**config.mk**
```make
export PLATFORM = sky130hd
export DESIGN_NAME = shot_clock_display_flat
export DESIGN_NICKNAME = d
export VERILOG_FILES = /design/src/rtl/shot_clock_display_pkg.sv /design/src/rtl/shot_clock_display_if.sv /design/src/rtl/shot_clock_display_bcd_to_7seg.sv /design/src/rtl/shot_clock_display.sv /design/src/flat_wrapper.sv
export SDC_FILE = /design/constraint.sdc
export NUM_CORES = 1
export LEC_CHECK = 0
export BUFFER_PORTS_ARGS = -buffer_cell sky130_fd_sc_hd__buf_2
export CAP_MARGIN = 25
export CORE_AREA = 2 2 85 107
export DETAILED_ROUTE_END_ITERATION = 16
export DIE_AREA = 0 0 87 109
export GPL_TIMING_DRIVEN = 0
export PLACE_DENSITY_LB_ADDON = 0.05
export RECOVER_POWER = 50
export SLEW_MARGIN = 0
export SYNTH_ARGS = -nofsm -noshare
export SYNTH_HDL_FRONTEND = slang
export SYNTH_SLANG_ARGS = --single-unit
export TNS_END_PERCENT = 1
```
**constraint.sdc**
```tcl
create_clock -name clock_in -period 4.21 [get_ports clock_in]
set_input_delay 1.0525 -clock clock_in [delete_from_list [all_inputs] [get_ports clock_in]]
set_output_delay 1.0525 -clock clock_in [all_outputs]
set_load 0.1 [all_outputs]
```
**src/rtl/shot_clock_display_pkg.sv**
```systemverilog
// Shared constants for the shot-clock display stage: active-low segment codes,
// the largest legal shot value and the buzzer FSM state encoding.
package shot_clock_pkg;

   localparam logic [6:0] SEG_0     = 7'b1000000;
   localparam logic [6:0] SEG_1     = 7'b1111001;
   localparam logic [6:0] SEG_2     = 7'b0100100;
   localparam logic [6:0] SEG_3     = 7'b0110000;
   localparam logic [6:0] SEG_4     = 7'b0011001;
   localparam logic [6:0] SEG_5     = 7'b0010010;
   localparam logic [6:0] SEG_6     = 7'b0000010;
   localparam logic [6:0] SEG_7     = 7'b1111000;
   localparam logic [6:0] SEG_8     = 7'b0000000;
   localparam logic [6:0] SEG_9     = 7'b0010000;
   localparam logic [6:0] SEG_BLANK = 7'h7F;
   localparam logic [6:0] SEG_DASH  = 7'b0111111;

   localparam logic [4:0] MAX_SHOT  = 5'd24;

   typedef enum logic [1:0] {IDLE, SOUND, WAIT_REL} buzz_state_t;

endpackage

```
**src/rtl/shot_clock_display_if.sv**
```systemverilog
// Signal bundle between the shot-clock counter side (master) and the display stage (slave).
interface shot_clock_display_if;

   logic [4:0] valor;
   logic       buzzer_in;
   logic [6:0] seg;
   logic [1:0] an;
   logic       buzzer_out;

   modport master (output valor, buzzer_in, input seg, an, buzzer_out);
   modport slave  (input valor, buzzer_in, output seg, an, buzzer_out);

endinterface

```
**src/rtl/shot_clock_display_bcd_to_7seg.sv**
```systemverilog
// Pure lookup from one decimal digit (or dash request) to an active-low gfedcba code.
module bcd_to_7seg
   import shot_clock_pkg::*;
(
   input  logic [3:0] digit,
   input  logic       dash,
   output logic [6:0] code
);

   always_comb begin
      code = SEG_BLANK;
      if (dash) begin
         code = SEG_DASH;
      end else begin
         case (digit)
            4'd0:    code = SEG_0;
            4'd1:    code = SEG_1;
            4'd2:    code = SEG_2;
            4'd3:    code = SEG_3;
            4'd4:    code = SEG_4;
            4'd5:    code = SEG_5;
            4'd6:    code = SEG_6;
            4'd7:    code = SEG_7;
            4'd8:    code = SEG_8;
            4'd9:    code = SEG_9;
            default: code = SEG_BLANK;
         endcase
      end
   end

endmodule

```
**src/rtl/shot_clock_display.sv**
```systemverilog
// Two-digit multiplexed 7-segment driver with frame-synchronous sampling and a one-shot buzzer burst.
// Build option: LEADING_ZERO_BLANK_EN blanks a zero tens digit for in-range values.
module shot_clock_display
   import shot_clock_pkg::*;
#(
   parameter int unsigned CLK_HZ       = 50000000,
   parameter int unsigned SCAN_HZ      = 1000,
   parameter int unsigned BUZZ_MS      = 1000,
   parameter int unsigned BUZZ_TONE_HZ = 2000
) (
   input  logic                  clock_in,
   input  logic                  reset,
   shot_clock_display_if.slave   bus
);

   localparam int unsigned SCAN_DIV    = CLK_HZ / (2 * SCAN_HZ);
   localparam int unsigned BUZZ_CYCLES = (CLK_HZ / 1000) * BUZZ_MS;
   localparam int unsigned TONE_DIV    = CLK_HZ / (2 * BUZZ_TONE_HZ);
   localparam int unsigned SCAN_W  = (SCAN_DIV > 1)    ? $clog2(SCAN_DIV)    : 1;
   localparam int unsigned BURST_W = (BUZZ_CYCLES > 1) ? $clog2(BUZZ_CYCLES) : 1;
   localparam int unsigned TONE_W  = (TONE_DIV > 1)    ? $clog2(TONE_DIV)    : 1;
   localparam logic [SCAN_W-1:0]  SCAN_LAST  = SCAN_W'(SCAN_DIV - 1);
   localparam logic [BURST_W-1:0] BURST_LAST = BURST_W'(BUZZ_CYCLES - 1);
   localparam logic [TONE_W-1:0]  TONE_LAST  = TONE_W'(TONE_DIV - 1);

   logic [SCAN_W-1:0] scan_cnt;
   logic              digit_sel;
   logic [4:0]        shadow;
   logic [3:0]        tens, units, digit;
   logic              dash;
   logic [6:0]        code, seg_next, seg_q;
   logic [1:0]        an_q;

   // Shadow only reloads on the tens->units wrap, so both digits of a frame share one value.
   always_ff @(posedge clock_in) begin
      if (reset) begin
         scan_cnt  <= '0;
         digit_sel <= 1'b0;
         shadow    <= '0;
      end else if (scan_cnt == SCAN_LAST) begin
         scan_cnt  <= '0;
         digit_sel <= ~digit_sel;
         if (digit_sel) shadow <= bus.valor;
      end else begin
         scan_cnt  <= scan_cnt + SCAN_W'(1);
      end
   end

   always_comb begin
      dash  = (shadow > MAX_SHOT);
      tens  = 4'd0;
      units = shadow[3:0];
      if (shadow >= 5'd20) begin
         tens  = 4'd2;
         units = 4'(shadow - 5'd20);
      end else if (shadow >= 5'd10) begin
         tens  = 4'd1;
         units = 4'(shadow - 5'd10);
      end
      digit = digit_sel ? tens : units;
   end

   bcd_to_7seg u_lut (
      .digit (digit),
      .dash  (dash),
      .code  (code)
   );

   always_comb begin
`ifdef LEADING_ZERO_BLANK_EN
      seg_next = (digit_sel && !dash && (tens == 4'd0)) ? SEG_BLANK : code;
`else
      seg_next = code;
`endif
   end

   always_ff @(posedge clock_in) begin
      if (reset) begin
         seg_q <= SEG_BLANK;
         an_q  <= 2'b11;
      end else begin
         seg_q <= seg_next;
         an_q  <= digit_sel ? 2'b01 : 2'b10;
      end
   end

   assign bus.seg = seg_q;
   assign bus.an  = an_q;

   buzz_state_t        state, state_n;
   logic [BURST_W-1:0] burst_cnt, burst_n;
   logic [TONE_W-1:0]  tone_cnt, tone_cnt_n;
   logic               tone, tone_n;
   logic               buzz_prev;
   logic               rise;

   assign rise = bus.buzzer_in & ~buzz_prev;

   always_ff @(posedge clock_in) begin
      if (reset) begin
         state     <= IDLE;
         burst_cnt <= '0;
         tone_cnt  <= '0;
         tone      <= 1'b0;
         buzz_prev <= 1'b0;
      end else begin
         state     <= state_n;
         burst_cnt <= burst_n;
         tone_cnt  <= tone_cnt_n;
         tone      <= tone_n;
         buzz_prev <= bus.buzzer_in;
      end
   end

   // Edges are only honoured in IDLE, so a burst can be neither retriggered nor cut short.
   always_comb begin
      state_n    = state;
      burst_n    = burst_cnt;
      tone_cnt_n = tone_cnt;
      tone_n     = tone;
      case (state)
         IDLE: begin
            tone_n = 1'b0;
            if (rise) begin
               state_n    = SOUND;
               burst_n    = '0;
               tone_cnt_n = '0;
            end
         end
         SOUND: begin
            burst_n = burst_cnt + BURST_W'(1);
            if (tone_cnt == TONE_LAST) begin
               tone_cnt_n = '0;
               tone_n     = ~tone;
            end else begin
               tone_cnt_n = tone_cnt + TONE_W'(1);
            end
            if (burst_cnt == BURST_LAST) begin
               tone_n  = 1'b0;
               state_n = bus.buzzer_in ? WAIT_REL : IDLE;
            end
         end
         WAIT_REL: begin
            tone_n = 1'b0;
            if (!bus.buzzer_in) state_n = IDLE;
         end
         default: begin
            state_n = IDLE;
            tone_n  = 1'b0;
         end
      endcase
   end

   assign bus.buzzer_out = tone;

endmodule
```
**src/flat_wrapper.sv**
```systemverilog
// flat-port wrapper written by rule: the top's interface ports become plain ports
module shot_clock_display_flat import shot_clock_pkg::*;
#(
   parameter int unsigned CLK_HZ       = 50000000,
   parameter int unsigned SCAN_HZ      = 1000,
   parameter int unsigned BUZZ_MS      = 1000,
   parameter int unsigned BUZZ_TONE_HZ = 2000
)
  (clock_in, reset, bus_valor, bus_buzzer_in, bus_seg, bus_an, bus_buzzer_out);
  shot_clock_display_if bus_i ();
  input  logic clock_in;
  input  logic reset;
  input wire logic [$bits(bus_i.valor)-1:0] bus_valor;
  input wire logic [$bits(bus_i.buzzer_in)-1:0] bus_buzzer_in;
  output wire logic [$bits(bus_i.seg)-1:0] bus_seg;
  output wire logic [$bits(bus_i.an)-1:0] bus_an;
  output wire logic [$bits(bus_i.buzzer_out)-1:0] bus_buzzer_out;
  assign bus_i.valor = bus_valor;
  assign bus_i.buzzer_in = bus_buzzer_in;
  assign bus_seg = bus_i.seg;
  assign bus_an = bus_i.an;
  assign bus_buzzer_out = bus_i.buzzer_out;
  shot_clock_display #(.CLK_HZ(CLK_HZ), .SCAN_HZ(SCAN_HZ), .BUZZ_MS(BUZZ_MS), .BUZZ_TONE_HZ(BUZZ_TONE_HZ)) u_core (.clock_in(clock_in), .reset(reset), .bus(bus_i));
endmodule
```
Yosys cells after proc, flatten, opt, wreduce, memory -nomap -nowiden. Memory sizes are Yosys's and may differ from the RTL's. Index checks and enable logic that the tools add are counted.

Flip-flop bits (word level): 74. Memory bits (read-only): 112. Bits of input ports: 8. Logic and storage cells: 58. Memories: 1.

Memory list: (no name shown) (depth 16, bits a word 7, read ports 1, clocked after Yosys merged registers in 0, write ports 0, line shot_clock_display_bcd_to_7seg.sv:15) `case (digit)`.

$add $sub $neg: 5. Magnitude comparators: 3. Equal/unequal tests: 8. Mux-type cells: 17. Bitwise logic cells: 5. Reductions and logical operators: 8.

Operator list (count): 26-bit case mux with 2 select lines (1); 14-bit two-way mux (2); 14-bit case mux with 2 select lines (1); 26-bit by 1-bit adder with 26-bit output (second input constant) (1); 26-bit equality test (second input constant) (1); 26-bit two-way mux (1); 4-bit two-way mux (4); 15-bit by 1-bit adder with 15-bit output (second input constant) (1); 15-bit equality test (second input constant) (1); 14-bit by 1-bit adder with 14-bit output (second input constant) (1); 14-bit equality test (second input constant) (1); 2-bit two-way mux (5); 7-bit two-way mux (1); 2-bit case mux with 3 select lines (1); 5-bit by 4-bit >= comparator with 1-bit output (second input constant) (1); 5-bit >= comparator (second input constant) (1); 5-bit > comparator (second input constant) (1); 2-bit by 1-bit inequality test with 1-bit output (second input constant) (2); 1-bit inverter (4); 2-bit AND reduction (2); 2-bit OR reduction (2); 4-bit by 3-bit subtractor with 4-bit output (second input constant) (1); 4-bit subtractor (second input constant) (1); 3-bit AND reduction (1); 8 further kinds (8).

Depth between registers and ports, before layout. Gate-level depths: netlist (run 1). An unclocked memory read counts as a cell.

Depth in word-level cells: 6. Gate-level depth with buffers: 12. Depth with buffers taken out: 11.

By module. From an unflattened synthesis (run 1), not the netlist that was laid out.

Cell total of the unflattened synthesis: 446. Area total of the unflattened synthesis: 3751.1 um2.

Modules (own cells, without submodules): shot_clock_display (times used 1, cells an instance 412, area each 3514.6 um2); bcd_to_7seg (times used 1, cells an instance 34, area each 236.5 um2).

Least setup slack after synthesis (run 1). Ideal clock, no wire load.

Path kind: reg-to-reg. From: register u_core.shadow[2]. To: register u_core.seg_q[6] (netlist: u_core.bus.seg[6]). Library setup time: 122 ps. Arrival time: 2235 ps. Required time: 4088 ps. Setup slack: 1852 ps. Cell stages (with the launch flop): 11. Buffers on the path: 0. Path through: dfxtp_1 inv_1 ha_1 and3b_1 or3_1 a31oi_1 inv_1 ha_1 inv_1 o21ai_1 a311o_1.

Word-level cells in the longest chain between the ends: 6. Elaborated cells on any way between the ends: 12. Those cells by class: add/sub: 2; order compare: 3; mux: 6; memory: 1.

Ends and longest elaborated chain: start: declaration (line shot_clock_display.sv:28) `logic [4:0] shadow;`; start signal: assignment (line shot_clock_display.sv:43) `if (digit_sel) shadow <= bus.valor;`; 4-bit subtractor or 5-bit by 4-bit >= comparator with 1-bit output (tied branches) (line shot_clock_display.sv:58, shot_clock_display.sv:56); 4-bit two-way mux or 1-bit two-way mux (tied branches) (line shot_clock_display.sv:56) `end else if (shadow >= 5'd10) begin`; 4-bit two-way mux (line shot_clock_display.sv:53) `if (shadow >= 5'd20) begin`; 4-bit two-way mux (line shot_clock_display.sv:60) `digit = digit_sel ? tens : units;`; memory read 16 x 7 bit; 7-bit two-way mux (*) (line shot_clock_display_bcd_to_7seg.sv:12) `if (dash) begin`; end signal: assignment (line shot_clock_display.sv:82) `seg_q <= seg_next;`; end: declaration (line shot_clock_display.sv:31) `logic [6:0] code, seg_next, seg_q;`.

Every way passes the cells marked *; elsewhere a longest branch is shown, timed or not. A chain may end at the register's enable or synchronous reset.

Worst setup path after layout (run 1). Ends and elaborated chain as after synthesis.

==> metrics.md, run 1 <==
| Metric | Value |
|---|---|
| Synthesis-stage register bit count | `74` |
| Final core occ | `48.37%` |
| Clock Sinks | `74` |
| Root Buffer | `clkbuf_8` |
| Pre-CTS setup slack | `1.535 ns` |
| Die height | `109 um` |
| Power consumption | `1.476 mW` |
| Layout cell share with drive strength beyond 1 | `12.21%` |
| Warnings from Yosys | `0` |
| Final Skew | `0.007914 ns` |
| Max VDD drop | `0.0001834 V` |
| Crit path time final | `2.731 ns` |
| Via count | `3067` |
| Initial antenna violation count | `0` |
| Grt ovf | `0` |
| M1 WL | `3731 um` |
| Drt wl/cell | `13.59 um` |
| First-pass DRT Iterations | `4` |
| Via-to-Cell Ratio | `5.409` |
| Num ports | `18` |
| Most frequent cells in the layout | `74 x dfxtp_1, 64 x nor2_1, 36 x nand2_1, 27 x nand3_1, 23 x a21oi_1` |
| Initial Util | `43.60%` |
| Clk_lat worst skew | `0.35 ns` |
| Arrival @ worst endpoint | `2.97 ns` |
| GP Congestion | `0.8127` |
| Largest net degree at the start of global routing | `14` |
| Post-cts resize count | `0` |
| HPWL after detailed placement | `5463 um` |
| Post-route ant nets | `0` |
| Setup_tns | `0 ns` |
| Mapped Area | `3711 um2` |
| CTS buffer count | `9` |
| IO Port Bufs | `16` |
| Hold slack | `0.4569 ns` |
| CP Capture Type | `register` |
| Hold Path Class | `register to register` |
| Top_reg_cell synth | `dfxtp_1` |
| Nets@finish | `479` |
| Pwr Density | `358.6 nW/um2` |
| Final Cell Area | `4116 um2` |
| Hold-fix buffers, CTS | `0` |
| Core Rows | `38` |
| DR top layer | `met4` |
| Rel. slew slack | `22.66%` |
| Vias in the first global route | `2813` |
| Seq/Total Area, Yosys | `39.92%` |
| Finish-stage setup viols | `0` |
| Critical Path Fanout Max | `6` |
| Commonest non-fill, non-tap cell in the layout | `dfxtp_1` |
| TritonCTS clock tree | `built` |
| Number of flops mapped to enable cells by yosys | `0` |
| Final hold vios | `0` |
| Origin of the critical flop-to-flop path | `u_core.shadow[2]$_SDFFE_PP0P_` |
| Met3 WL | `133 um` |
| Core ar. | `8511 um2` |
| Setup ws final | `1.479 ns` |
| Worst slew pin tran | `1.165 ns` |
| Required time of the critical path | `4.45 ns` |
| RSZ-0062 raised after global routing | `false` |
| First-pass GRT wire length | `13060 um` |
| Max frequency | `366.1 MHz` |
| Area Overhead vs Synth | `10.92%` |
| Initial DRC count | `126` |
| Async S/R FF share, synth | `0%` |
| Met2 WL | `3671 um` |
| Routed WL | `7705 um` |
| Outcome | `completed` |
| Crit Path Class | `register to register` |
| Critical path launch point type | `register` |
| Post-placement cell count | `551` |
| Post-Syn Area per Cell | `8.531 um2` |
| Syn_nets | `452` |
| GRT Overall Usage | `17.50%` |
| DIE AREA | `9483 um2` |
| DRC viols | `0` |
| Unique masters post-synth | `63` |
| Post CTS Setup Buffer Count | `0` |
| Crit path from | `u_core.shadow[2]$_SDFFE_PP0P_` |
| Max-slew violation count | `0` |
| Leakage | `1.545 nW` |
| # H-tree levels | `3` |
| Placed cell areas | `3916 um2` |
| ANT cells | `0` |
| CTS Buffer Depth | `2` |
| Gate count of the mapped netlist | `435` |
| Die X | `87 um` |
| Hold path startpoint | `u_core.scan_cnt[0]$_SDFF_PP0_` |
| Worst-path clk slew | `0.08 ns` |
| Max cap viols | `0` |
| Crit share post-route | `64.88%` |
| Fin cells | `567` |
-- registers in the layout, indices dropped and copies added, names as in the netlist --
register / cells
u_core.scan_cnt: 15
u_core.bus.buzzer_out: 1
u_core.shadow: 5
u_core.digit_sel: 1
u_core.buzz_prev: 1
u_core.bus.an: 2
u_core.tone_cnt: 14
u_core.bus.seg: 7
u_core.burst_cnt: 26
u_core.state: 2
-- path summary, 6_finish.rpt --
| path | to | slack [ns] | depth (start not counted) |
|---|---|---|---|
| worst min-delay path | u_core.scan_cnt[0]$_SDFF_PP0_ | 0.46 | 1 |
| worst min register to register | u_core.scan_cnt[0]$_SDFF_PP0_ | 0.46 | 1 |
| worst max-delay path | u_core.bus.seg[6]$_SDFF_PP1_ | 1.48 | 10 |
| worst max register to register | u_core.bus.seg[6]$_SDFF_PP1_ | 1.48 | 10 |
-- cells in the mapped netlist, types with 3 or more instances --
library cell,count,area [um2]
dfxtp_1,74,1481
nor2_1,64,240.2
nand2_1,36,135.1
nand3_1,27,135.1
a21oi_1,23,115.1
clkbuf_1,14,52.55
inv_1,12,45.04
and3_1,11,68.82
o21ai_0,11,55.05
xor2_1,10,87.58
ha_1,9,112.6
nand4_1,9,56.30
mux2_2,7,78.83
nor2b_1,7,43.79
or2_2,6,37.54
or3_1,6,37.54
a311oi_1,5,43.79
buf_6,5,56.30
mux2i_1,5,50.05
nand2b_1,5,31.28
nor4b_1,5,43.79
o211ai_1,5,37.54
xnor2_1,5,43.79
a31oi_1,4,25.02
mux2_1,4,45.04
nor3_1,4,20.02
o21a_1,4,30.03
and2b_1,3,22.52
and3b_1,3,26.28
nor3b_1,3,22.52
o211a_1,3,30.03
o31ai_1,3,22.52
or4_1,3,22.52
-- where the power goes --
part	switching, mW	internal, mW	total [mW]
sequential	0.00593	0.709	0.715
combinational	0.0764	0.0221	0.0985
clock	0.270	0.393	0.663
total	0.352	1.12	1.48
-- layout make-up --
type	count	area, um2
clock buffers	9	123.9
well taps	100	125.1
repair buffers	16	73.82
plain buffers	22	118.9
fillers	853	4394
inverters	13	48.80
multi-input cells	326	2027
clock inverters	7	117.6
flip-flops and latches	74	1481
-- per-layer routing --
layer  GRT usage, %  vias to the layer above
met2          29.50                       31
met1          21.58                     1420
met5              0                        -
met4          9.040                        0
met3          2.347                       13
li1               -                     1603
-- worst max-delay path, stage by stage, from the launching register on --
cell and delay (ns):
dfxtp_1 0.47, inv_1 0.14, ha_1 0.23, and3b_1 0.21, or3_1 0.34, a31oi_1 0.41
inv_1 0.12, ha_1 0.23, inv_1 0.06, o21ai_1 0.06, a311o_1 0.35
-- kinds of logic (layout without fill, tap and decap cells) --
kind of cell | count (synthesis) | in the layout | synth area share, %
mux | 16 | 16 | 4.687
xor+xnor | 15 | 15 | 3.540
buf+inv | 35 | 67 | 4.720
compound gates | 78 | 78 | 14.33
fa+ha+maj | 9 | 9 | 3.034
flops | 74 | 74 | 39.92
simple gates | 208 | 208 | 29.77
Power figures use the tool's default switching activity.
==> run 2, diff against run 1 <==
Settings changed: ABC_AREA set to 1, CORE_AREA 2 2 85 107 to 2 2 88 112, DIE_AREA 0 0 87 109 to 0 0 90 114.
Clock period 4.21 ns to 2.6 ns, I/O delays scaled along.
==> metrics.md, run 2 <==
| Metric | Value |
|---|---|
| Pwr Density | `592.1 nW/um2 (+65%)` |
| Filler cells | `989 (+16%)` |
| Worst slew pin tran | `1.157 ns (-0.007971 ns)` |
| Max frequency | `444.6 MHz (+21%)` |
| Leakage | `1.805 nW (+17%)` |
| Clk_lat worst skew | `0.33 ns (-0.02 ns)` |
| Setup ws final | `0.3509 ns (-1.128 ns)` |
| Placed cell areas | `4293 um2 (+9.6%)` |
| Slowest cell on crit path | `dfxtp_1` |
| Reg2reg setup slack | `0.35 ns (-1.13 ns)` |
| Count leader, synth | `nand2_1` |
| Worst path most repeated cell | `nand2_1` |
| Core ar. | `9309 um2 (+9.4%)` |
| Commonest non-fill, non-tap cell in the layout | `nand2_1` |
| Hold-fix buffers, CTS | `0 (unchanged)` |
| Via-to-Cell Ratio | `5.048 (-6.7%)` |
| Pre-CTS setup slack | `0.3989 ns (-1.136 ns)` |
| Critical path launch point type | `register` |
| Post-placement cell count | `732 (+33%)` |
| Post CTS Setup Buffer Count | `0 (unchanged)` |
| Synth top area share | `36.53% (-3.4 points)` |
| Synthesis-stage register bit count | `74 (unchanged)` |
| Synth top cells by count | `145 x nand2_1, 74 x dfxtp_1, 70 x inv_1` |
| Hold Path Class | `register to register` |
| Post-cts resize count | `0 (unchanged)` |
| Initial antenna violation count | `0 (unchanged)` |
| Crit path time final | `2.249 ns (-0.4824 ns)` |
| Post-Syn Area per Cell | `6.873 um2 (-19%)` |
| Slowest stage delay, CP | `0.34 ns (-0.13 ns)` |
| Crit path from | `u_core.shadow[1]$_SDFFE_PP0P_` |
| Most frequent cells in the layout | `148 x nand2_1, 74 x dfxtp_1, 72 x inv_1, 52 x nor2_1` |
| Worst-path clk slew | `0.06 ns (-0.02 ns)` |
| Die X | `90 um (+3.4%)` |
| ANT cells | `0 (unchanged)` |
| CTS buffer count | `9 (unchanged)` |
| Number of flops mapped to enable cells by yosys | `0 (unchanged)` |
| Largest net degree at the start of global routing | `14 (unchanged)` |
| First-pass GRT wire length | `16350 um (+25%)` |
| Async S/R FF share, synth | `0% (unchanged)` |
| Required time of the critical path | `2.80 ns (-1.65 ns)` |
| DIE AREA | `10260 um2 (+8.2%)` |
| Max VDD drop | `0.0003174 V (+73%)` |
| Setup_tns | `0 ns (unchanged)` |
| R2R Path End | `u_core.bus.seg[6]$_SDFF_PP1_` |
| Hold EP | `u_core.scan_cnt[0]$_SDFF_PP0_` |
| Num ports | `18 (unchanged)` |
| Arrival @ worst endpoint | `2.45 ns (-0.52 ns)` |
| Final Skew | `0.005056 ns (-0.002858 ns)` |
| Syn_nets | `607 (+34%)` |
| Mapped Area | `4055 um2 (+9.3%)` |
| DRC viols | `0 (unchanged)` |
| Vias in the first global route | `3578 (+27%)` |
| Seq/Total Area, Yosys | `36.53% (-3.4 points)` |
| FF-to-FF path depth | `15 (+5)` |
| Top reg by flops | `u_core.burst_cnt` |
| Final core occ | `48.80% (+0.44 points)` |
| Warnings from Yosys | `0 (unchanged)` |
| Origin of the critical flop-to-flop path | `u_core.shadow[1]$_SDFFE_PP0P_` |
| GP Congestion | `0.8730 (+7.4%)` |
| Max cap viols | `0 (unchanged)` |
| Outcome | `completed` |
| Max-slew violation count | `0 (unchanged)` |
| Top_reg_cell synth | `dfxtp_1` |
| HPWL after detailed placement | `7053 um (+29%)` |
| Max reg flops | `26 (unchanged)` |
| IO Port Bufs | `16 (unchanged)` |
| Biggest area consumer among synthesized cells | `dfxtp_1` |
| Core Rows | `40 (+5.3%)` |
| Registers with the most flip-flops | `u_core.burst_cnt (26), u_core.scan_cnt (15), u_core.tone_cnt (14)` |
| Via count | `3776 (+23%)` |
| CP Capture Type | `register` |
| CP top delay family | `simple AND/OR/NAND/NOR gates` |
| Area contributors post-synth | `dfxtp_1 37%, nand2_1 13%, inv_1 6.5%` |
| Clock Sinks | `74 (unchanged)` |
| RSZ-0062 raised after global routing | `false` |
| Drt wl/cell | `12.68 um (-6.7%)` |
| Final hold vios | `0 (unchanged)` |
| GRT Overall Usage | `19.64% (+2.1 points)` |
| CTS Buffer Depth | `2 (unchanged)` |
| Final Cell Area | `4543 um2 (+10%)` |
| Hold Path Depth | `1 (unchanged)` |
| Area Overhead vs Synth | `12.03%` |
| Nets@finish | `634 (+32%)` |
| Grt ovf | `0 (unchanged)` |
| Post-route ant nets | `0 (unchanged)` |
| Crit Path Class | `register to register` |
| Initial Util | `43.56% (about the same)` |
| Routed WL | `9487 um (+23%)` |
| Root Buffer | `clkbuf_16` |
| Crit share post-route | `86.50% (+22 points)` |
| Cell-by-cell listing of the critical path | `inv_1 > ha_1 > inv_1 > a21oi_2 > nand2_1 > nand2_1 > nand2_1 > o21ai_0 > inv_1 > ha_1 > nand3b_1 > nand3_1 > nand2_1 > nand2_1 > nand2_1` |
| Critical Path Fanout Max | `5 (-1)` |
| # H-tree levels | `3 (unchanged)` |
| Fin cells | `748 (+32%)` |
| First-pass DRT Iterations | `5 (+1)` |
| TritonCTS clock tree | `built` |
| Hold path startpoint | `u_core.scan_cnt[0]$_SDFF_PP0_` |
| Unique masters post-synth | `44 (-30%)` |
| Die height | `114 um (+4.6%)` |
| CP bufs+invs | `3 (unchanged)` |
| Finish-stage setup viols | `0 (unchanged)` |
| Gate count of the mapped netlist | `590 (+36%)` |
| Initial DRC count | `124 (-1.6%)` |
| Rel. slew slack | `23.19% (+0.53 points)` |
| Layout cell share with drive strength beyond 1 | `10.29% (-1.9 points)` |
==> run 2: worst max-delay path by stage <==
stage,to,slack (ns),cells past startpoint
final,u_core.bus.seg[6]$_SDFF_PP1_,0.35,15
after global routing,u_core.bus.seg[6]$_SDFF_PP1_,0.05,15
after CTS,u_core.bus.seg[6]$_SDFF_PP1_,0.38,15
after detailed placement,u_core.bus.seg[6]$_SDFF_PP1_,0.40,15
after global placement,u_core.bus.seg[6]$_SDFF_PP1_,0.40,15
after floorplan,u_core.bus.seg[6]$_SDFF_PP1_,0.69,15
==> run 2: power by group <==
part | switching, mW | internal (mW)
sequential | 0.00959 | 1.15
clock | 0.483 | 0.867
combinational | 0.143 | 0.0360
==> run 2: per-stage QoR <==
| step | total power [mW] | hold WS [ns] |
|---|---|---|
| floorplan | 1.325 | 0.4302 |
| global placement | 1.376 | 0.4458 |
| detailed placement | 1.378 | 0.4629 |
| CTS | 2.745 | 0.4762 |
| global route | 2.787 | 0.4978 |
| finish | 2.690 | 0.4701 |
==> run 2: worst reg2reg max path, stage by stage (launching register included) <==
cell and delay, ns:
dfxtp_1 0.34, inv_1 0.13, ha_1 0.18, inv_1 0.06, a21oi_2 0.16, nand2_1 0.11
nand2_1 0.09, nand2_1 0.05, o21ai_0 0.24, inv_1 0.13, ha_1 0.20, nand3b_1 0.17
nand3_1 0.10, nand2_1 0.06, nand2_1 0.05, nand2_1 0.05
==> run 2: logic make-up (layout without fill, tap and decap cells) <==
| logic type | after synthesis | after routing | synth area share [%] |
|---|---|---|---|
| buffers and inverters | 94 | 126 | 9.595 |
| DFF | 74 | 74 | 36.53 |
| AOI/OAI and AO/OA | 97 | 97 | 14.44 |
| and+or+nand+nor | 313 | 313 | 36.01 |
| adders and majority gates | 9 | 9 | 2.777 |
| xor gates and xnor gates | 3 | 3 | 0.6481 |
==> run 2: cell type report <==
type	count	area (um2)	area share, %
well taps	126	157.7	3.470
plain buffers	16	63.81	1.405
clock buffers	10	239.0	5.260
repair buffers	16	77.57	1.708
flip-flops and latches	74	1481	32.61
inverters	78	292.8	6.445
clock inverters	6	90.09	1.983
multi-input cells	422	2141	47.12
==> run 2: layer usage <==
metal  track usage (%)  vias to the layer above  routed length (um)
met2             35.19                       58                4580
met4             7.179                        0                 136
met5                 0                        -                   0
li1                  -                     2011                   -
met3             3.699                       10                 294
met1             23.47                     1697                4475
==> run 3, diff against run 2 <==
Settings changed: CELL_PAD_IN_SITES_DETAIL_PLACEMENT set to 2, CELL_PAD_IN_SITES_GLOBAL_PLACEMENT set to 2, CORE_AREA 2 2 88 112 to 2 2 100 126, DIE_AREA 0 0 90 114 to 0 0 102 128, TNS_END_PERCENT 1 to 10.
==> metrics.md, run 3 (same netlist as run 2, synthesis figures left out) <==
| Metric | Value |
|---|---|
| Outcome | `completed` |
| Worst slew pin tran | `1.168 ns (+0.01086 ns)` |
| Die height | `128 um (+12%)` |
| Die X | `102 um (+13%)` |
| Nets@finish | `634 (unchanged)` |
| Max cap viols | `0 (unchanged)` |
| Num ports | `18 (unchanged)` |
| Largest net degree at the start of global routing | `14 (unchanged)` |
| Initial Util | `33.97% (-9.6 points)` |
| Finish-stage setup viols | `0 (unchanged)` |
| CTS buffer count | `9 (unchanged)` |
| Max reg flops | `26 (unchanged)` |
| TritonCTS clock tree | `built` |
| Final Cell Area | `4573 um2 (+0.66%)` |
| Crit Path Class | `register to register` |
| Slowest stage delay, CP | `0.43 ns (+0.09 ns)` |
| Core Rows | `45 (+13%)` |
| CP top delay family | `simple AND/OR/NAND/NOR gates` |
| Core ar. | `11940 um2 (+28%)` |
| First-pass GRT wire length | `21780 um (+33%)` |
| Clk_lat worst skew | `0.34 ns (about the same)` |
| Hold slack | `0.4753 ns (+0.005237 ns)` |
| Root Buffer | `clkbuf_16` |
| DRC viols | `0 (unchanged)` |
| Initial DRC count | `78 (-37%)` |
| Max-slew violation count | `0 (unchanged)` |
| Via count | `3985 (+5.5%)` |
| CP Capture Type | `register` |
| Rel. slew slack | `22.47% (-0.72 points)` |
| # H-tree levels | `3 (unchanged)` |
| Required time of the critical path | `2.81 ns (about the same)` |
| Layout cell share with drive strength beyond 1 | `10.45% (+0.16 points)` |
| Routed WL | `12790 um (+35%)` |
| Post CTS Setup Buffer Count | `0 (unchanged)` |
| Commonest non-fill, non-tap cell in the layout | `nand2_1` |
| Via-to-Cell Ratio | `5.070 (+0.43%)` |
| Final hold vios | `0 (unchanged)` |
| Max VDD drop | `0.0002236 V (-30%)` |
| Setup ws final | `0.3566 ns (+0.005615 ns)` |
| GP Congestion | `0.7817 (-10%)` |
| Post-route ant nets | `0 (unchanged)` |
| Drt wl/cell | `16.28 um (+28%)` |
| IO Port Bufs | `16 (unchanged)` |
| Worst-path clk slew | `0.06 ns (about the same)` |
| Hold Path Class | `register to register` |
| Placed cell areas | `4340 um2 (+1.1%)` |
| HPWL after detailed placement | `9723 um (+38%)` |
| RSZ-0062 raised after global routing | `false` |
| Power consumption | `2.544 mW (-5.4%)` |
| Setup_tns | `0 ns (unchanged)` |
| Arrival @ worst endpoint | `2.45 ns (about the same)` |
| Critical Path Fanout Max | `6 (+1)` |
| Cell-by-cell listing of the critical path | `inv_1 > ha_1 > inv_1 > a21oi_2 > nand2_1 > nand2_1 > nand2_1 > nand2_1 > nand2_2 > inv_1 > ha_1 > nand3b_1 > nand3_1 > nand2_1 > nand2_1 > nand2_1` |
| Most frequent cells in the layout | `146 x nand2_1, 74 x dfxtp_1, 72 x inv_1, 50 x nor2_1` |
| ANT cells | `0 (unchanged)` |
| Vias in the first global route | `4322 (+21%)` |
| Max frequency | `445.7 MHz (+0.25%)` |
| CP bufs+invs | `3 (unchanged)` |
| Final Skew | `0.006510 ns (+0.001454 ns)` |
| Worst path most repeated cell | `nand2_1` |
| Leakage | `1.790 nW (-0.81%)` |
| Area Overhead vs Synth | `12.77%` |
| GRT Overall Usage | `21.40% (+1.8 points)` |
| Slowest cell on crit path | `dfxtp_1` |
| Filler cells | `1473 (+49%)` |
| Clock Sinks | `74 (unchanged)` |
| DIE AREA | `13060 um2 (+27%)` |
| Crit path time final | `2.243 ns (-0.005615 ns)` |
| Grt ovf | `0 (unchanged)` |
| Initial antenna violation count | `0 (unchanged)` |
| First-pass DRT Iterations | `4 (-1)` |
| Critical path launch point type | `register` |
| Registers with the most flip-flops | `u_core.burst_cnt (26), u_core.scan_cnt (15), u_core.tone_cnt (14)` |
| Pwr Density | `556.4 nW/um2 (-6.0%)` |
| Crit share post-route | `86.29% (-0.22 points)` |
| CTS Buffer Depth | `2 (unchanged)` |
| Pre-CTS setup slack | `0.2432 ns (-0.1557 ns)` |
| Top reg by flops | `u_core.burst_cnt` |
-- run 3: layout make-up --
type	count	area (um2)	area share, %
Multi-Input combinational cell	422	2166	47.36
Inverter	78	292.8	6.402
Tap cell	164	205.2	4.487
Timing Repair Buffer	16	68.82	1.505
Clock inverter	6	41.29	0.9029
Buffer	16	78.83	1.724
Clock buffer	10	239.0	5.226
Sequential cell	74	1481	32.39
-- run 3: what timing repair did --
action / 4_1_cts / 5_1_grt
gates resized for setup: 0 / 2
hold buffers: 0 / 0
endpoints found under the setup margin: 0 / 1
-- run 3: metrics by stage --
step	cells	utilization [%]
3_5_place_dp	770	36.36
6_report	786	38.31
3_3_place_gp	770	36.36
2_1_floorplan	590	-
4_1_cts	786	38.71
5_1_grt	786	38.31
-- run 3: path summary, 6_finish.rpt --
path	to	slack, ns	from	cells past startpoint
setup / recovery	u_core.bus.seg[6]$_SDFF_PP1_	0.36	u_core.shadow[2]$_SDFFE_PP0P_	16
hold / removal	u_core.scan_cnt[0]$_SDFF_PP0_	0.48	u_core.scan_cnt[0]$_SDFF_PP0_	1
setup reg to reg	u_core.bus.seg[6]$_SDFF_PP1_	0.36	u_core.shadow[2]$_SDFFE_PP0P_	16
hold reg to reg	u_core.scan_cnt[0]$_SDFF_PP0_	0.48	u_core.scan_cnt[0]$_SDFF_PP0_	1
-- run 3: worst register-to-register path, delay by kind of cell (launching register included) --
family,cells,cell delay (ns)
simple gates,10,0.91
buf+inv,3,0.29
fa+ha+maj,2,0.41
flops,1,0.43
compound gates,1,0.07
-- run 3: routing by layer --
metal	track usage (%)	wire (um)	vias to the layer above
li1	-	-	1992
met1	25.52	5529	1961
met2	39.36	6900	20
met3	2.290	166	12
met4	7.059	196	0
met5	0	0	-
-- run 3: power by group --
part	internal [mW]	total (mW)	leakage (nW)	switching, mW
logic	0.0388	0.190	1.06	0.151
registers	1.15	1.16	0.600	0.0105
clock network	0.672	1.19	0.131	0.521
